===== config.mk =====
export PLATFORM = sky130hd
export DESIGN_NAME = life_gen_sequencer
export DESIGN_NICKNAME = d
export VERILOG_FILES = /design/src/rtl/life_gen_sequencer.sv
export SDC_FILE = /design/constraint.sdc
export NUM_CORES = 1
export LEC_CHECK = 0
export CORE_ASPECT_RATIO = 0.5
export CORE_MARGIN = 2
export CORE_UTILIZATION = 25
export CTS_BUF_LIST = sky130_fd_sc_hd__clkbuf_4 sky130_fd_sc_hd__clkbuf_8 sky130_fd_sc_hd__clkbuf_16
export DETAILED_ROUTE_END_ITERATION = 8
export SYNTH_ARGS = -nofsm -noshare
export SYNTH_HDL_FRONTEND = slang
export SYNTH_SLANG_ARGS = --single-unit

===== constraint.sdc =====
create_clock -name clk -period 7 [get_ports clk]
set_clock_uncertainty 0.2 [all_clocks]
set_input_delay 1.75 -clock clk [delete_from_list [all_inputs] [get_ports clk]]
set_output_delay 1.75 -clock clk [all_outputs]
set_load 0.05 [all_outputs]

===== src/rtl/life_gen_sequencer.sv =====
`timescale 1ns/1ps
// Life grid load sequencer: seed / paced run / single-step / hold, plus a generation counter.
// Optional freeze detection (stop when the grid no longer changes) is enabled by LIFE_FREEZE_DETECT_EN.
module life_gen_sequencer #(
  parameter int BASE_DIV = 25_000_000,
  parameter int DIV_W    = 32,
  parameter int GEN_W    = 16
) (
  input  logic             clk,
  input  logic             reset,
  input  logic [1:0]       mode,
  input  logic             step,
  input  logic [1:0]       speed,
  input  logic             grid_changed,
  output logic [1:0]       active,
  output logic             grid_we,
  output logic [GEN_W-1:0] gen_count,
  output logic             frozen
);

  typedef enum logic [2:0] {
    IDLE   = 3'd0,
    SEED   = 3'd1,
    RUN    = 3'd2,
    STEP   = 3'd3,
    FROZEN = 3'd4
  } state_t;

  state_t           state, state_nxt;
  logic [DIV_W-1:0] div_cnt;
  logic [DIV_W-1:0] period_m1;
  logic             period_done;
  logic             tick;
  logic             tick_q;
  logic             frozen_q;
  logic             freeze_hit;
  logic             seed_entry;

  assign period_m1   = (DIV_W'(BASE_DIV) << speed) - DIV_W'(1);
  // ">=" so that lowering speed mid-period fires on the next edge instead of wrapping.
  assign period_done = (div_cnt >= period_m1);
  assign seed_entry  = (state_nxt == SEED) && (state != SEED);

`ifdef LIFE_FREEZE_DETECT_EN
  assign freeze_hit = ~grid_changed;
`else
  logic unused_grid_changed;
  assign unused_grid_changed = grid_changed;
  assign freeze_hit = 1'b0;
`endif

  always_comb begin
    state_nxt = state;
    tick      = 1'b0;
    case (state)
      IDLE: begin
        if (mode == 2'b11)      state_nxt = SEED;
        else if (mode == 2'b01) state_nxt = RUN;
        else if (step)          state_nxt = STEP;
      end
      SEED: begin
        if (mode != 2'b11) state_nxt = IDLE;
      end
      RUN: begin
        if (mode != 2'b01) begin
          state_nxt = IDLE;
        end else if (period_done) begin
          if (freeze_hit) state_nxt = FROZEN;
          else            tick      = 1'b1;
        end
      end
      STEP: state_nxt = IDLE;
      FROZEN: begin
        if (mode == 2'b11)      state_nxt = SEED;
        else if (mode == 2'b00) state_nxt = IDLE;
      end
      default: state_nxt = IDLE;
    endcase
  end

  always_ff @(posedge clk or posedge reset) begin
    if (reset) begin
      state     <= IDLE;
      div_cnt   <= '0;
      tick_q    <= 1'b0;
      gen_count <= '0;
      frozen_q  <= 1'b0;
    end else begin
      state  <= state_nxt;
      tick_q <= tick;

      if ((state != RUN) || tick) div_cnt <= '0;
      else                        div_cnt <= div_cnt + DIV_W'(1);

      if (seed_entry)                    gen_count <= '0;
      else if (tick || (state == STEP))  gen_count <= gen_count + GEN_W'(1);

      if (seed_entry)                          frozen_q <= 1'b0;
      else if (state_nxt == FROZEN)            frozen_q <= 1'b1;
      else if ((state == STEP) && freeze_hit)  frozen_q <= 1'b1;
    end
  end

  always_comb begin
    active  = 2'b00;
    grid_we = 1'b0;
    case (state)
      SEED: begin
        active  = 2'b11;
        grid_we = 1'b1;
      end
      RUN: begin
        active  = 2'b01;
        grid_we = tick_q;
      end
      STEP: begin
        active  = 2'b01;
        grid_we = 1'b1;
      end
      default: begin
        active  = 2'b00;
        grid_we = 1'b0;
      end
    endcase
  end

  assign frozen = frozen_q;

endmodule


==> results of run 1 <==
Yosys cell counts (2+ instances only):
| master | number | area [um2] |
|---|---|---|
| nor2_1 | 54 | 202.7 |
| mux2i_1 | 9 | 90.09 |
| o21ai_0 | 2 | 10.01 |
| buf_2 | 4 | 20.02 |
| a21o_1 | 7 | 52.55 |
| nand2_1 | 35 | 131.4 |
| o21a_1 | 2 | 15.01 |
| nand4_1 | 19 | 118.9 |
| inv_1 | 13 | 48.80 |
| nor3_1 | 11 | 55.05 |
| nand2b_1 | 6 | 37.54 |
| and4_1 | 2 | 17.52 |
| nor2b_1 | 2 | 12.51 |
| ha_1 | 26 | 325.3 |
| dfrtp_1 | 53 | 1326 |
| or2_2 | 2 | 12.51 |
| clkbuf_1 | 5 | 18.77 |
| nand3_1 | 22 | 110.1 |
| and3_1 | 9 | 56.30 |
| nor3_2 | 2 | 20.02 |
| a211oi_1 | 2 | 15.01 |
| a21oi_1 | 9 | 45.04 |
| xor2_1 | 16 | 140.1 |
| xnor2_1 | 19 | 166.4 |
| conb_1 | 2 | 7.510 |
| and2_1 | 2 | 12.51 |
kinds of logic after synthesis:
family | after synthesis
mux | 9
buf+inv | 24
xor+xnor | 35
compound gates | 36
simple gates | 173
other cells | 2
flops | 53
fa+ha+maj | 26
final timing paths:
path                                from       endpoint  slack [ns]  cells after the start
max in group asynchronous          reset         frozen        4.38                      3
min reg2reg                gen_count[15]  gen_count[15]        0.29                      1
min in group asynchronous          reset     div_cnt[7]        1.76                      3
min                        gen_count[15]  gen_count[15]        0.29                      1
max reg2reg                  div_cnt[30]  gen_count[13]        3.91                      7
max                             speed[1]  gen_count[13]        1.86                     11
routing by layer:
metal,routed length [um],up-vias
met5,0,-
met4,70,0
met3,122,7
met2,3062,20
met1,3539,1226
li1,-,1300
per-stage QoR:
step	cells	utilization, %	instance area [um2]
2_1_floorplan	363	-	3328
3_3_place_gp	551	29.40	3766
3_5_place_dp	551	29.40	3766
4_1_cts	559	30.75	3939
5_1_grt	559	30.75	3939
6_report	559	30.75	3939
registers in the layout (all words and copies together), names as in the netlist:
signal / flops
state: 3
div_cnt: 32
gen_count: 16
frozen: 1
tick_q: 1
placed cells by master, fill, tap and decap left out, types with 7 or more instances in the layout:
cell	Yosys	final
nor3_1	11	11
nand4_1	19	19
conb_1	2	7
ha_1	26	26
nor2_1	54	54
dfrtp_1	53	53
mux2i_1	9	9
xor2_1	16	16
nand2_1	35	35
a21o_1	7	7
a21oi_1	9	9
clkdlybuf4s50_1	0	26
xnor2_1	19	19
nand3_1	22	22
and3_1	9	9
inv_1	13	12
cell type report:
cell class / instances / area [um2] / area share (%)
inverters: 14 / 52.55 / 1.334
clock buffers: 5 / 125.1 / 3.177
multi-input cells: 286 / 1899 / 48.22
well taps: 170 / 212.7 / 5.400
flip-flops and latches: 53 / 1326 / 33.67
repair buffers: 28 / 275.3 / 6.989
clock inverters: 3 / 47.55 / 1.207
power breakdown:
part,internal (mW),switching (mW)
Sequential,0.313,0.0111
Combinational,0.0332,0.0673
Clock,0.172,0.117
critical path, delay by kind of cell:
family                   cells  cell delay, ns
adder cells (fa/ha/maj)      2            0.61
AO/OA/AOI/OAI                4            1.29
multiplexers                 1            0.17
AND/OR/NAND/NOR              3            0.69
buffers and inverters        1            0.61
==> qor.txt, run 1 <==
CTS Sinks: 53
met1 Track Usage GR: 13.83%
share of cells above drive strength 1: 6.170%
largest net degree at the start of global routing: 54
Total GRT Usage: 9.904%
area delta synth->final: 19.02%
worst hold-check path type: reg -> reg
Pleak: 1.759 nW
setup repair bufs after CTS: 0
Cell Area, Synth: 0.003309 mm2
IO Port Bufs: 26
ant diodes: 0
crit path time final: 5.144 ns
Post-Synth Adder-Cell Area: 9.830%
CTS tree: yes
Post-synth EDFFs: 0
Synth Area in Compound Gates: 9.112%
main flop type after synthesis: dfrtp_1
synthesized flop and latch total: 53
Resize count post-CTS: 0
clock latency on the worst-skew pair: 0.29 ns
die height: 85.36 um
TritonRoute pass-1 iters: 4
Reg clk slew, reported paths: 0.07 ns
number of fill cells: 1307
Tot Pwr: 0.7130 mW
Slowest-stage cell, CP: a21oi_2
max-cap violations: 0
HPWL after DPL: 4930 um
nets@finish: 422
initial antenna violation count: 0
DRT antenna net count: 0
Root Driver: clkbuf_16
CP peak stage delay: 0.70 ns
status: finished clean
Ys Warns: 0
drt drc: 0
Die Area: 0.01423 mm2
vias after detailed routing: 2553
grt peak-use layer: met2
distinct cell type count after synthesis: 49
Seq/Total Area, Yosys: 40.08%
CTS buffer count: 5
die width: 166.7 um
asr flop ratio synth: 100.0%
CTS Hold Bufs: 0
floorplan core area: 0.01281 mm2
Worst IR Drop VDD: 152.5 uV
Worst EP arrival: 5.12 ns
CP Launch Type: input port
Post-Place Worst Slack: 1.510 ns
I/O pin cnt: 28
crit path kind: in -> reg
post-synthesis simple-gate area fraction: 25.67%
Least-Margin Pin Slew: 1.217 ns
Placer Congestion: 0.8096
CP Capture Type: register
met3 global-route usage: 1.539%
num rows: 29
combinational family with the most area after synthesis: simple AND/OR/NAND/NOR gates
final WL: 6794 um
Max Root-Sink Buffers: 2
initial DRC count: 111
Tcrit/Tclk final: 73.48%
fmax: 194.4 MHz
worst hold margin: 0.2862 ns
WL per Instance: 12.15 um
Post-Syn Instances: 358
number of global-route vias before repair: 2420
fin. max-slew vios: 0
Slew headroom: 18.23%
mux cell area share after synthesis: 2.722%
setup_tns: 0 ns
RSZ-0062 raised after global routing: false
Initial Util: 25.84%
synthesized area per cell: 9.244 um2
Final setup viols: 0
Critical Path, Cell by Cell: clkdlybuf4s50_1 > or2_2 > ha_1 > ha_1 > nand4_1 > o21ai_0 > a221o_1 > o211ai_1 > a21oi_2 > nand4_1 > mux2i_1
M2 GR Usage: 16.08%
xor-xnor portion of the synthesized cell area: 9.263%
CP Max Fanout: 17
power per cell area: 181.0 mW/mm2
DR vias/cell: 4.567
Setup WS post-layout: 1.856 ns
htree depth: 2
final hold violations: 0
global route overflow: 0
global-route wire length before repair: 11780 um
WP data required: 6.98 ns
Power figures use the tool's default switching activity.
==> run 2: changes to the inputs <==
Clock period 7 ns to 4.6 ns, I/O delays scaled along.
==> run 2 against run 1 <==
Compared with the run above: final cell count grew 1.1%; largest power group unchanged; combinational power grew 57%; via count grew 1.2%; critical path type unchanged; register-to-register slack lost 2.2 ns; highest routed layer unchanged.
==> qor.txt, run 2 (synthesized netlist as in run 1, its figures left out) <==
Reg clk slew, reported paths: 0.07 ns (about the same)
floorplan core area: 0.01281 mm2 (unchanged)
ant diodes: 0 (unchanged)
Slew headroom: 45.78% (+28 points)
post-layout util: 31.33% (+0.58 points)
max-cap violations: 0 (unchanged)
status: finished clean
HPWL after DPL: 5063 um (+2.7%)
CTS tree: yes
area delta synth->final: 21.25%
Post-Place Cells: 557 (+1.1%)
Root Driver: clkbuf_16
CP Launch Type: input port
share of cells above drive strength 1: 7.595% (+1.4 points)
Least-Margin Pin Slew: 0.8121 ns (-0.4050 ns)
power per cell area: 271.8 mW/mm2 (+50%)
Initial Util: 25.84% (unchanged)
sw power: 0.2864 mW (+47%)
Placer Congestion: 0.8507 (+5.1%)
vias after detailed routing: 2584 (+1.2%)
global-route wire length before repair: 11810 um (+0.29%)
Tcrit/Tclk final: 92.53%
drt drc: 0 (unchanged)
worst hold-check path type: reg -> reg
CTS Hold Bufs: 0 (unchanged)
number of global-route vias before repair: 2471 (+2.1%)
Die Area: 0.01423 mm2 (unchanged)
CP Max Fanout: 6 (-11)
WL per Instance: 12.05 um (-0.86%)
Worst EP arrival: 4.23 ns (-0.89 ns)
DRT antenna net count: 0 (unchanged)
CP Capture Type: register
DR vias/cell: 4.573 (+0.14%)
IO Port Bufs: 26 (unchanged)
TritonRoute pass-1 iters: 4 (unchanged)
htree depth: 2 (unchanged)
RSZ-0062 raised after global routing: false
most frequent cells in the layout: nor2_1, dfrtp_1, nand2_1, ha_1, clkdlybuf4s50_1
max FFs per register: 32 (unchanged)
worst hold margin: 0.2895 ns (+0.003326 ns)
Reg area: 0.001326 mm2 (unchanged)
Biggest register: div_cnt
largest net degree at the start of global routing: 40 (-26%)
combinational fraction of design power: 14.6% (+0.5 points)
commonest non-fill, non-tap cell in the layout: nor2_1
nets@finish: 428 (+1.4%)
CP peak stage delay: 0.54 ns (-0.16 ns)
crit path time final: 4.257 ns
fin. max-slew vios: 0 (unchanged)
Max Root-Sink Buffers: 2 (unchanged)
P_int: 0.8043 mW (+55%)
die height: 85.36 um (unchanged)
multi-input logic area: 0.001899 mm2 (unchanged)
final hold violations: 0 (unchanged)
Total GRT Usage: 9.930% (+0.026 points)
fin cells: 565 (+1.1%)
Seq pwr share: 45.2% (-0.2 points)
Worst IR Drop VDD: 226.2 uV (+48%)
Resize count post-CTS: 0 (unchanged)
clock power share: 40.2% (-0.3 points)
die width: 166.7 um (unchanged)
Final setup viols: 0 (unchanged)
WP data required: 4.58 ns (-2.40 ns)
global route overflow: 0 (unchanged)
Largest regs: div_cnt (32), gen_count (16), state (3)
crit path kind: in -> reg
final WL: 6808 um (+0.21%)
number of fill cells: 1314 (+0.54%)
CTS buffer count: 5 (unchanged)
num rows: 29 (unchanged)
clock latency on the worst-skew pair: 0.29 ns (about the same)
setup_tns: 0 ns (unchanged)
Pleak: 1.796 nW (+2.1%)
Switching Share: 26.26% (-1.2 points)
Critical Path Most Common Cell: ha_1
initial DRC count: 156 (+41%)
fmax: 234.9 MHz
CTS Sinks: 53 (unchanged)
Critical Path, Cell by Cell: clkdlybuf4s50_1 > or2_2 > ha_1 > ha_1 > nand4_1 > o21ai_0 > a221o_1 > o211ai_1 > buf_4 > a2111oi_2 > nand3_1 > mux2i_1
Slowest-stage cell, CP: clkdlybuf4s50_1
I/O pin cnt: 28 (unchanged)
Tot Pwr: 1.091 mW (+53%)
setup repair bufs after CTS: 0 (unchanged)
initial antenna violation count: 0 (unchanged)
[run 2: changes by cell type in the layout (fill, tap and decap cells not counted), sizes merged]
cell and change:
clkbuf +1, inv -2, clkinvlp +1, buf +6
[run 2: path summary, 6_finish.rpt]
kind                            slack (ns)  depth (start not counted)            end           from
worst max-delay path                  0.34                         12  gen_count[10]       speed[1]
worst max register to register        1.72                          9  gen_count[13]    div_cnt[19]
max in group asynchronous             2.35                          3    div_cnt[31]          reset
worst min-delay path                  0.29                          1  gen_count[15]  gen_count[15]
min in group asynchronous             1.13                          2     div_cnt[4]          reset
worst min register to register        0.29                          1  gen_count[15]  gen_count[15]
[run 2: cell type report]
cell class,count,share of cell area (%)
Clock inverter,2,0.9355
Inverter,14,1.310
Multi-Input combinational cell,286,47.33
Sequential cell,53,33.05
Tap cell,170,5.301
Clock buffer,6,3.461
Timing Repair Buffer,34,8.606
[run 2: power groups by stage]
stage | sequential [mW] | clock, mW | combinational (mW)
2_1_floorplan | 0.518 | 0 | 0.0877
3_3_place_gp | 0.502 | 0 | 0.159
3_5_place_dp | 0.502 | 0 | 0.161
4_1_cts | 0.493 | 0.451 | 0.161
5_1_grt | 0.496 | 0.472 | 0.173
6_report | 0.493 | 0.439 | 0.159
[run 2: critical path: cells and delay by family]
family	cells	cell delay [ns]
AOI/OAI and AO/OA	4	0.98
buffers and inverters	2	0.74
and+or+nand+nor	3	0.61
adders and majority gates	2	0.61
muxes	1	0.14
[run 2: routing by layer]
metal | GRT usage, % | wire length (um) | share of wire, % | up-vias
met4 | 2.821 | 68 | 1.0 | 0
met5 | 0 | 0 | 0 | -
met2 | 16.38 | 3078 | 45 | 30
met1 | 13.71 | 3497 | 51 | 1245
li1 | - | - | - | 1305
met3 | 1.399 | 165 | 2.4 | 4
[run 2: through the flow]
step | setup WS (ns) | instance area, um2
2_1_floorplan | 0.9077 | 3328
3_3_place_gp | 0.04489 | 3836
3_5_place_dp | 0.03754 | 3836
4_1_cts | 0.3405 | 4013
5_1_grt | 0.07951 | 4013
6_report | 0.3434 | 4013
